<file path="config.mk">
export PLATFORM = sky130hd
export DESIGN_NAME = i2c_slave_target_flat
export DESIGN_NICKNAME = d
export VERILOG_FILES = /design/src/rtl/i2c_pkg.sv /design/src/rtl/i2c_slave_target_if.sv /design/src/rtl/i2c_bus_sync.sv /design/src/rtl/i2c_slave_target.sv /design/src/flat_wrapper.sv
export SDC_FILE = /design/constraint.sdc
export NUM_CORES = 1
export LEC_CHECK = 0
export ABC_AREA = 1
export CORE_UTILIZATION = 49
export CTS_CLUSTER_DIAMETER = 80
export DETAILED_ROUTE_END_ITERATION = 10
export PLACE_DENSITY = 0.77
export SLEW_MARGIN = 10
export SYNTH_ARGS = -nofsm -noshare
export SYNTH_HDL_FRONTEND = slang
export SYNTH_HIERARCHICAL = 1
export SYNTH_SLANG_ARGS = --single-unit
</file>
<file path="constraint.sdc">
create_clock -name clk -period 1.58 [get_ports clk]
set_input_delay 0.395 -clock clk [delete_from_list [all_inputs] [get_ports clk]]
set_output_delay 0.395 -clock clk [all_outputs]
set_load 0.01 [all_outputs]
</file>
<file path="src/rtl/i2c_pkg.sv">
// Shared I2C definitions: state encodings (common with the master so debug
// buses line up), transfer direction and line-level ACK constants.
package i2c_pkg;

   localparam logic [2:0] ST_IDLE      = 3'd0;
   localparam logic [2:0] ST_ADDR      = 3'd1;
   localparam logic [2:0] ST_ADDR_ACK  = 3'd2;
   localparam logic [2:0] ST_RX_DATA   = 3'd3;
   localparam logic [2:0] ST_RX_ACK    = 3'd4;
   localparam logic [2:0] ST_TX_DATA   = 3'd5;
   localparam logic [2:0] ST_TX_ACK    = 3'd6;
   localparam logic [2:0] ST_WAIT_STOP = 3'd7;

   typedef enum logic [2:0] {
      S_IDLE      = ST_IDLE,
      S_ADDR      = ST_ADDR,
      S_ADDR_ACK  = ST_ADDR_ACK,
      S_RX_DATA   = ST_RX_DATA,
      S_RX_ACK    = ST_RX_ACK,
      S_TX_DATA   = ST_TX_DATA,
      S_TX_ACK    = ST_TX_ACK,
      S_WAIT_STOP = ST_WAIT_STOP
   } state_e;

   localparam logic I2C_READ  = 1'b1;
   localparam logic I2C_WRITE = 1'b0;
   localparam logic ACK       = 1'b0;
   localparam logic NACK      = 1'b1;

endpackage

</file>
<file path="src/rtl/i2c_slave_target_if.sv">
// Bus pins and byte-level application handshake of the I2C target.
interface i2c_slave_target_if;
   logic       scl_in;
   logic       sda_in;
   logic       sda_out;
   logic [7:0] s_data_i;
   logic [7:0] s_data_o;
   logic       s_data_valid_o;
   logic       s_data_req_o;
   logic       s_busy_o;
   logic       s_stop_o;
   logic       s_error_o;

   modport slave (
      input  scl_in, sda_in, s_data_i,
      output sda_out, s_data_o, s_data_valid_o, s_data_req_o,
             s_busy_o, s_stop_o, s_error_o
   );

   modport master (
      output scl_in, sda_in, s_data_i,
      input  sda_out, s_data_o, s_data_valid_o, s_data_req_o,
             s_busy_o, s_stop_o, s_error_o
   );
endinterface

</file>
<file path="src/rtl/i2c_bus_sync.sv">
// SCL/SDA synchroniser with a history flop; derives SCL edges and START/STOP.
module i2c_bus_sync #(
   parameter int SYNC_STAGES = 2
) (
   input  logic clk,
   input  logic rst,
   input  logic scl_i,
   input  logic sda_i,
   output logic sda_s_o,
   output logic scl_rise_o,
   output logic scl_fall_o,
   output logic start_o,
   output logic stop_o
);

   logic [SYNC_STAGES-1:0] scl_sync_q;
   logic [SYNC_STAGES-1:0] sda_sync_q;
   logic                   scl_hist_q;
   logic                   sda_hist_q;
   logic                   scl_s;
   logic                   sda_s;

   // Idle bus level is high, so reset preloads ones to avoid phantom edges.
   always_ff @(posedge clk) begin
      if (rst) begin
         scl_sync_q <= '1;
         sda_sync_q <= '1;
         scl_hist_q <= 1'b1;
         sda_hist_q <= 1'b1;
      end else begin
         scl_sync_q <= {scl_sync_q[SYNC_STAGES-2:0], scl_i};
         sda_sync_q <= {sda_sync_q[SYNC_STAGES-2:0], sda_i};
         scl_hist_q <= scl_s;
         sda_hist_q <= sda_s;
      end
   end

   assign scl_s      = scl_sync_q[SYNC_STAGES-1];
   assign sda_s      = sda_sync_q[SYNC_STAGES-1];
   assign sda_s_o    = sda_s;
   assign scl_rise_o = scl_s & ~scl_hist_q;
   assign scl_fall_o = ~scl_s & scl_hist_q;
   assign start_o    = scl_s & scl_hist_q & sda_hist_q & ~sda_s;
   assign stop_o     = scl_s & scl_hist_q & ~sda_hist_q & sda_s;

endmodule

</file>
<file path="src/rtl/i2c_slave_target.sv">
// I2C target: address match, write-byte reception and read-byte transmission
// driven from an oversampled SCL/SDA, with a byte-level application handshake.
import i2c_pkg::*;

module i2c_slave_target #(
   parameter logic [6:0] SLAVE_ADDR  = 7'h50,
   parameter int         SYNC_STAGES = 2
) (
   input logic              clk,
   input logic              rst,
   i2c_slave_target_if.slave bus
);

   logic sda_s, scl_rise, scl_fall, start_ev, stop_ev;

   i2c_bus_sync #(.SYNC_STAGES(SYNC_STAGES)) u_sync (
      .clk        (clk),
      .rst        (rst),
      .scl_i      (bus.scl_in),
      .sda_i      (bus.sda_in),
      .sda_s_o    (sda_s),
      .scl_rise_o (scl_rise),
      .scl_fall_o (scl_fall),
      .start_o    (start_ev),
      .stop_o     (stop_ev)
   );

   state_e     state_q, state_d;
   logic [3:0] bitcnt_q, bitcnt_d;
   logic [6:0] shift_q, shift_d;
   logic [7:0] tx_q, tx_d;
   logic [7:0] data_q, data_d;
   logic [7:0] rx_byte;
   logic       rw_q, rw_d;
   logic       phase_q, phase_d;
   logic       sda_out_q, sda_out_d;
   logic       busy_q, busy_d;
   logic       valid_q, valid_d;
   logic       req_q, req_d;
   logic       stop_q, stop_d;
   logic       err_q, err_d;

   assign rx_byte = {shift_q, sda_s};

   always_ff @(posedge clk) begin
      if (rst) begin
         state_q   <= S_IDLE;
         bitcnt_q  <= '0;
         shift_q   <= '0;
         tx_q      <= '0;
         data_q    <= '0;
         rw_q      <= 1'b0;
         phase_q   <= 1'b0;
         sda_out_q <= 1'b0;
         busy_q    <= 1'b0;
         valid_q   <= 1'b0;
         req_q     <= 1'b0;
         stop_q    <= 1'b0;
         err_q     <= 1'b0;
      end else begin
         state_q   <= state_d;
         bitcnt_q  <= bitcnt_d;
         shift_q   <= shift_d;
         tx_q      <= tx_d;
         data_q    <= data_d;
         rw_q      <= rw_d;
         phase_q   <= phase_d;
         sda_out_q <= sda_out_d;
         busy_q    <= busy_d;
         valid_q   <= valid_d;
         req_q     <= req_d;
         stop_q    <= stop_d;
         err_q     <= err_d;
      end
   end

   always_comb begin
      state_d   = state_q;
      bitcnt_d  = bitcnt_q;
      shift_d   = shift_q;
      tx_d      = tx_q;
      data_d    = data_q;
      rw_d      = rw_q;
      phase_d   = phase_q;
      sda_out_d = sda_out_q;
      busy_d    = busy_q;
      valid_d   = 1'b0;
      req_d     = 1'b0;
      stop_d    = 1'b0;
      err_d     = 1'b0;

      // Read data is captured in the cycle the request pulse is visible.
      if (req_q) tx_d = bus.s_data_i;

      if (stop_ev) begin
         state_d   = S_IDLE;
         sda_out_d = 1'b0;
         busy_d    = 1'b0;
         stop_d    = busy_q;
         bitcnt_d  = '0;
         phase_d   = 1'b0;
      end else if (start_ev) begin
         state_d   = S_ADDR;
         sda_out_d = 1'b0;
         bitcnt_d  = '0;
         phase_d   = 1'b0;
      end else begin
         case (state_q)
            S_ADDR: if (scl_rise) begin
               shift_d = rx_byte[6:0];
               if (bitcnt_q == 4'd7) begin
                  bitcnt_d = '0;
                  rw_d     = sda_s;
                  if (rx_byte[7:1] == SLAVE_ADDR) begin
                     state_d = S_ADDR_ACK;
                     busy_d  = 1'b1;
                     req_d   = (sda_s == I2C_READ);
                  end else begin
                     state_d = S_WAIT_STOP;
                     busy_d  = 1'b0;
                  end
               end else begin
                  bitcnt_d = bitcnt_q + 4'd1;
               end
            end
            // phase_q separates the fall that starts the ACK from the one ending it.
            S_ADDR_ACK, S_RX_ACK: if (scl_fall) begin
               if (!phase_q) begin
                  phase_d   = 1'b1;
                  sda_out_d = 1'b1;
               end else begin
                  phase_d = 1'b0;
                  if (state_q == S_ADDR_ACK && rw_q == I2C_READ) begin
                     state_d   = S_TX_DATA;
                     sda_out_d = ~tx_q[7];
                  end else begin
                     state_d   = S_RX_DATA;
                     sda_out_d = 1'b0;
                  end
               end
            end
            S_RX_DATA: if (scl_rise) begin
               shift_d = rx_byte[6:0];
               if (bitcnt_q == 4'd7) begin
                  bitcnt_d = '0;
                  data_d   = rx_byte;
                  valid_d  = 1'b1;
                  state_d  = S_RX_ACK;
               end else begin
                  bitcnt_d = bitcnt_q + 4'd1;
               end
            end
            S_TX_DATA: if (scl_rise) begin
               // Released for a 1 yet the line reads low: someone else owns SDA.
               if (!sda_out_q && sda_s != NACK) begin
                  err_d     = 1'b1;
                  state_d   = S_WAIT_STOP;
                  sda_out_d = 1'b0;
                  bitcnt_d  = '0;
               end
            end else if (scl_fall) begin
               if (bitcnt_q == 4'd7) begin
                  bitcnt_d  = '0;
                  sda_out_d = 1'b0;
                  state_d   = S_TX_ACK;
               end else begin
                  bitcnt_d  = bitcnt_q + 4'd1;
                  sda_out_d = ~tx_q[3'd6 - bitcnt_q[2:0]];
               end
            end
            S_TX_ACK: if (scl_rise && !phase_q) begin
               if (sda_s == ACK) begin
                  req_d   = 1'b1;
                  phase_d = 1'b1;
               end else begin
                  state_d = S_WAIT_STOP;
               end
            end else if (scl_fall && phase_q) begin
               phase_d   = 1'b0;
               state_d   = S_TX_DATA;
               sda_out_d = ~tx_q[7];
            end
            S_WAIT_STOP: sda_out_d = 1'b0;
            default: ;
         endcase
      end
   end

   assign bus.sda_out        = sda_out_q;
   assign bus.s_data_o       = data_q;
   assign bus.s_data_valid_o = valid_q;
   assign bus.s_data_req_o   = req_q;
   assign bus.s_busy_o       = busy_q;
   assign bus.s_stop_o       = stop_q;
   assign bus.s_error_o      = err_q;

endmodule

</file>
<file path="src/flat_wrapper.sv">
// flat-port wrapper written by rule: the top's interface ports become plain ports
module i2c_slave_target_flat 
#(
   parameter logic [6:0] SLAVE_ADDR  = 7'h50,
   parameter int         SYNC_STAGES = 2
)
  (clk, rst, bus_scl_in, bus_sda_in, bus_s_data_i, bus_sda_out, bus_s_data_o, bus_s_data_valid_o, bus_s_data_req_o, bus_s_busy_o, bus_s_stop_o, bus_s_error_o);
  i2c_slave_target_if bus_i ();
  input logic clk;
  input logic rst;
  input wire logic [$bits(bus_i.scl_in)-1:0] bus_scl_in;
  input wire logic [$bits(bus_i.sda_in)-1:0] bus_sda_in;
  input wire logic [$bits(bus_i.s_data_i)-1:0] bus_s_data_i;
  output wire logic [$bits(bus_i.sda_out)-1:0] bus_sda_out;
  output wire logic [$bits(bus_i.s_data_o)-1:0] bus_s_data_o;
  output wire logic [$bits(bus_i.s_data_valid_o)-1:0] bus_s_data_valid_o;
  output wire logic [$bits(bus_i.s_data_req_o)-1:0] bus_s_data_req_o;
  output wire logic [$bits(bus_i.s_busy_o)-1:0] bus_s_busy_o;
  output wire logic [$bits(bus_i.s_stop_o)-1:0] bus_s_stop_o;
  output wire logic [$bits(bus_i.s_error_o)-1:0] bus_s_error_o;
  assign bus_i.scl_in = bus_scl_in;
  assign bus_i.sda_in = bus_sda_in;
  assign bus_i.s_data_i = bus_s_data_i;
  assign bus_sda_out = bus_i.sda_out;
  assign bus_s_data_o = bus_i.s_data_o;
  assign bus_s_data_valid_o = bus_i.s_data_valid_o;
  assign bus_s_data_req_o = bus_i.s_data_req_o;
  assign bus_s_busy_o = bus_i.s_busy_o;
  assign bus_s_stop_o = bus_i.s_stop_o;
  assign bus_s_error_o = bus_i.s_error_o;
  i2c_slave_target #(.SLAVE_ADDR(SLAVE_ADDR), .SYNC_STAGES(SYNC_STAGES)) u_core (.clk(clk), .rst(rst), .bus(bus_i));
endmodule
</file>
# After elaboration in Yosys (flattened, before gate mapping)
# Cells that the tools add are included.
[word_totals]
ff_bits = 44
inputBits = 12
[classes]
add_sub_neg = 2
n_lt_le_gt_ge = 1
eq_ne = 35
muxes = 50
n_bitwise = 18
n_reduce_logical = 27
[op_table]
columns = ["op", "n"]
rows = [
  ["$mux W3", 15],
  ["$ne A3 B1 Y1 const B", 9],
  ["$mux W1", 24],
  ["$reduce_and A12 Y1", 2],
  ["$mux W4", 5],
  ["$ne A2 B1 Y1 const B", 8],
  ["$reduce_and A4 Y1", 4],
  ["$pmux W3 S5", 1],
  ["$eq A3 B3 Y1 const B", 4],
  ["$ne A4 B1 Y1 const B", 3],
  ["$not A1 Y1", 11],
  ["$reduce_and A5 Y1", 2],
  ["$reduce_or A5 Y1", 2],
  ["$ne A3 B3 Y1 const B", 3],
  ["$pmux W4 S2", 1],
  ["$reduce_or A2 Y1", 4],
  ["$and A1 B1 Y1", 7],
  ["$eq A7 B7 Y1 const B", 1],
  ["$eq A3 B2 Y1 const B", 2],
  ["$reduce_and A6 Y1", 1],
  ["$reduce_bool A6 Y1", 1],
  ["$reduce_bool A5 Y1", 1],
  ["$add A4 B1 Y4 const B", 1],
  ["$eq A4 B3 Y1 const B", 1],
  ["14 further kinds", 20],
]

# Depth between registers and ports, before layout
[depth]
ltp_word = 8
mapped_depth = 12
depth_no_buf = 11

# Hierarchy
# The synthesis kept the hierarchy.
[modules_own_cells]
columns = ["module", "instances", "cells_each", "area_per_inst_um2", "seq_area_each_um2"]
rows = [
  ["i2c_slave_target", 1, 270, 1859.3, 760.7],
  ["i2c_bus_sync", 1, 24, 197.7, 120.1],
]

# Worst setup path before layout
# Ideal clock, no wire load.
[synth_path]
kind = "register to register"
startpoint = "register u_core.u_sync.scl_sync_q[1]"
endpoint = "register u_core.data_q[4] (netlist: u_core/bus.s_data_o[4])"
arrival_time_ns = 1.461
slack_ns = 0.034
path_stages_with_launch = 10
path_buffers = 1
synth_period_minus_slack_ns = 1.546
path_cell_list = "dfxtp_1 inv_1 nor2_1 inv_1 nor2_2 nand2_1 nor2_4 buf_6 nor2_1 a211oi_1"
[synth_between]
elab_cells_between_ends = 9
cone_classes = "bitwise (8); reduce/logical (1)"
[synth_rtl]
columns = ["item", "line", "text"]
rows = [
  ["start: declaration", "i2c_bus_sync.sv:16", "logic [SYNC_STAGES-1:0] scl_sync_q;"],
  ["start signal: assignment", "i2c_bus_sync.sv:31", "scl_sync_q <= {scl_sync_q[SYNC_STAGES-2:0], scl_i};"],
  ["$and A1 B1 Y1", "i2c_bus_sync.sv:41", "assign scl_rise_o = scl_s & ~scl_hist_q;"],
  ["net u_core.scl_rise", "i2c_slave_target.sv:14", "logic sda_s, scl_rise, scl_fall, start_ev, stop_ev;"],
  ["$reduce_and A5 Y1 (no source line)", "n/a", ""],
  ["end signal: assignment", "i2c_slave_target.sv:65", "data_q <= data_d;"],
  ["end: declaration", "i2c_slave_target.sv:32", "logic [7:0] data_q, data_d;"],
]
# The timed path passes the listed nets, and every way through them passes these cells.
# A chain may end at the register's enable or synchronous reset.

# Worst setup path after layout
[layout_path]
startpoint = "register u_core.u_sync.scl_sync_q[1]"
endpoint = "register u_core.shift_q[1]"
[layout_between]
elab_chain_len = 5
elab_cells_between_ends = 9
cone_classes = "bitwise (8); reduce/logical (1)"
[layout_lines]
columns = ["item", "line", "text"]
rows = [
  ["$and A1 B1 Y1 (3 in a row)", "i2c_bus_sync.sv:44", "assign stop_o = scl_s & scl_hist_q & ~sda_hist_q & sda_s;"],
  ["net u_core.stop_ev", "i2c_slave_target.sv:14", ""],
  ["$not A1 Y1 (no source line)", "n/a", ""],
  ["$reduce_and A4 Y1 (no source line)", "n/a", ""],
  ["end signal: assignment", "i2c_slave_target.sv:63", "shift_q <= shift_d;"],
  ["end: declaration", "i2c_slave_target.sv:30", "logic [6:0] shift_q, shift_d;"],
]
# The timed path passes the listed nets, and every way through them passes these cells.

==> impl_results.md <==
- P_leak: 1.34 nW
- CTS Sinks: 44
- Detail Route Antenna Nets: 0
- Min-Delay Path Class: reg -> reg
- CP arrival: 1.72 ns
- Count of warnings emitted by yosys: 6
- WL/cell: 12.8 um
- Ports: 26
- Layout Nets: 356
- ANT cells: 0
- Design area: 0.00272 mm2
- Final Max Tran Viols: 0
- Largest stage delay, worst path: 0.33 ns
- Die area: 0.00446 mm2
- P&R area growth vs syn: 32.0%
- CTS H-tree depth: 2
- Max Fclk: 656 MHz
- RSZ-0062 raised after global routing: true
- Post-synth top area cell: dfxtp_1
- Clock Skew: 0.00653 ns
- Worst-path fanout max: 14
- Post-detail-place hpwl: 3550 um
- Placed Cells incl. Taps: 386
- CTS Buffer Depth: 2
- Worst setup path class: reg -> reg
- Clock Latency Late Sink: 0.30 ns
- Detailed-router iteration count before antenna repair: 4
- Syn avg cell area: 7.00 um2
- First-pass GRT wire length: 8090 um
- Final Non-Filler Cells: 394
- Die height: 66.8 um
- Most common cell after layout, fill and taps aside: nand2_1
- Period utilization: 96.5%
- Crit path time final: 1.52 ns
- Antenna violations before repair: 0
- Largest net degree at the start of global routing: 32
- Layout fillers: 347
- Clk slew on worst S/H paths: 0.08 ns
- Slowest cell on the critical path: dfxtp_1
- Most frequent cells in the layout: nand2_1, nor2_1, dfxtp_1
- Synth Cell Area: 0.00206 mm2
- Setup crit end kind: register
- Maximum VDD drop: 0.997 mV
- Worst endpoint required time: 1.77 ns
- Pwr dens: 1170 mW/mm2
- Die width: 66.8 um
- Synth cell types: 26
- DRC: 0
- Vias: 2043
- Number of DRC markers in iteration 0: 128
- Layout cell share with drive strength beyond 1: 17.2%
- Syn nets: 307
- Core Area: 0.00403 mm2
- Endpoints failing hold: 0
- Max-cap violations: 0
- IO buf count: 25
- Mapped Cells: 294
- Setup tns final: 0 ns
- Dominant cells by area after synthesis: dfxtp_1, nand2_1, nor2_1
- Slew Limit Headroom: 78.7%
- Via-per-instance ratio: 5.19
- GP Congestion: 1.00
- CTS Buf Count: 5
- Critical path, cell by cell: buf_4 -> nand2_1 -> nor2_2 -> nor2_2 -> nand3_1 -> buf_4 -> nor2_1 -> a211oi_1
- # Post-CTS Setup Buffers: 0
- Power consumption: 3.17 mW
- Rows: 23
- Starting Density: 51.1%
- Status: finished, final reports clean
- Final setup fails: 0
- GR Util All Layers: 24.2%
- #FFs+latches synth: 44
- Wirelength, routed: 5060 um
- Share of the yosys chip area belonging to registers: 42.8%
- CTS tree: built
- Placed cell areas: 0.00252 mm2
- Worst setup SP type: register
- Top cell type's share of synthesized area: 42.8%
- Total gr overflow: 0
- Root Driver: clkbuf_8
- Worst slew pin tran: 0.316 ns
- Number of global-route vias before repair: 1897
layout make-up:
| class | count | area (um2) | share of cell area (%) |
|---|---|---|---|
| Clock buffer | 5 | 68.8 | 2.53 |
| Clock inverter | 3 | 46.3 | 1.71 |
| Inverter | 39 | 146 | 5.39 |
| Multi-Input combinational cell | 204 | 1060 | 38.9 |
| Sequential cell | 44 | 888 | 32.7 |
| Tap cell | 50 | 62.6 | 2.30 |
| Timing Repair Buffer | 49 | 445 | 16.4 |
state kept, by name (all words and copies together), names as in the netlist, 2 cells and up:
name	count
u_core/shift_q	7
u_core/bitcnt_q	4
u_core/state_q	3
u_core/u_sync/scl_sync_q	2
u_core/bus.s_data_o	8
u_core/u_sync/sda_sync_q	2
u_core/tx_q	8
worst max-delay path, delay by kind of cell (launching register included):
kind                   cells  cell delay (ns)
buffers and inverters      2             0.30
AOI/OAI and AO/OA          1             0.22
and+or+nand+nor            5             0.57
DFF                        1             0.33
cell families after synthesis:
family          Yosys count  synth area share (%)
fa+ha+maj                 1                 0.608
flops                    44                  42.8
compound gates           50                  14.9
buf+inv                  46                  8.94
xor+xnor                  1                 0.426
simple gates            152                  32.3
cells in the mapped netlist (all sizes together):
cell type,count
clkbuf,5
nand2,68
or2,5
nor2,49
nand4,3
inv,38
clkinv,1
a31oi,1
ha,1
a21oi,19
o21ai,8
o21bai,1
o211ai,3
nor3b,1
buf,2
xor2,1
a211oi,18
dfxtp,44
nand3b,1
nand3,23
nor3,2
path summary, 6_finish.rpt:
path                                           from                                     end  cells past startpoint  slack, ns
max          u_core/u_sync/scl_sync_q[1]$_SDFF_PP1_          u_core/shift_q[1]$_SDFFE_PP0P_                      8       0.06
min          u_core/u_sync/scl_sync_q[0]$_SDFF_PP1_  u_core/u_sync/scl_sync_q[1]$_SDFF_PP1_                      1       0.41
max reg2reg  u_core/u_sync/scl_sync_q[1]$_SDFF_PP1_          u_core/shift_q[1]$_SDFFE_PP0P_                      8       0.06
min reg2reg  u_core/u_sync/scl_sync_q[0]$_SDFF_PP1_  u_core/u_sync/scl_sync_q[1]$_SDFF_PP1_                      1       0.41
stage by stage:
stage	setup slack (ns)	util [%]	hold WS (ns)
after global routing	-0.0320	67.4	0.432
after global placement	0.00331	62.7	0.391
after floorplan	0.0336	-	0.383
after CTS	0.00000355	65.4	0.415
after detailed placement	0.0281	62.7	0.395
final	0.0554	67.4	0.413
per-layer routing:
metal / global-route usage (%) / wire, um / vias up
li1: - / - / 1052
met1: 28.0 / 2180 / 944
met2: 42.2 / 2580 / 43
met3: 5.48 / 250 / 4
met4: 10.6 / 51 / 0
met5: 0 / 0 / -
report_power, final:
group	switching, mW	total [mW]	internal, mW
Combinational	0.617	1.02	0.400
Sequential	0.0927	1.28	1.19
Clock	0.397	0.874	0.476
timing repair:
item	4_1_cts	5_1_grt
resized for setup	11	25
endpoints found under the setup margin	17	29
pin swaps	0	2
hold buffers	0	0
Note: power is estimated with default switching activity, not from simulation.
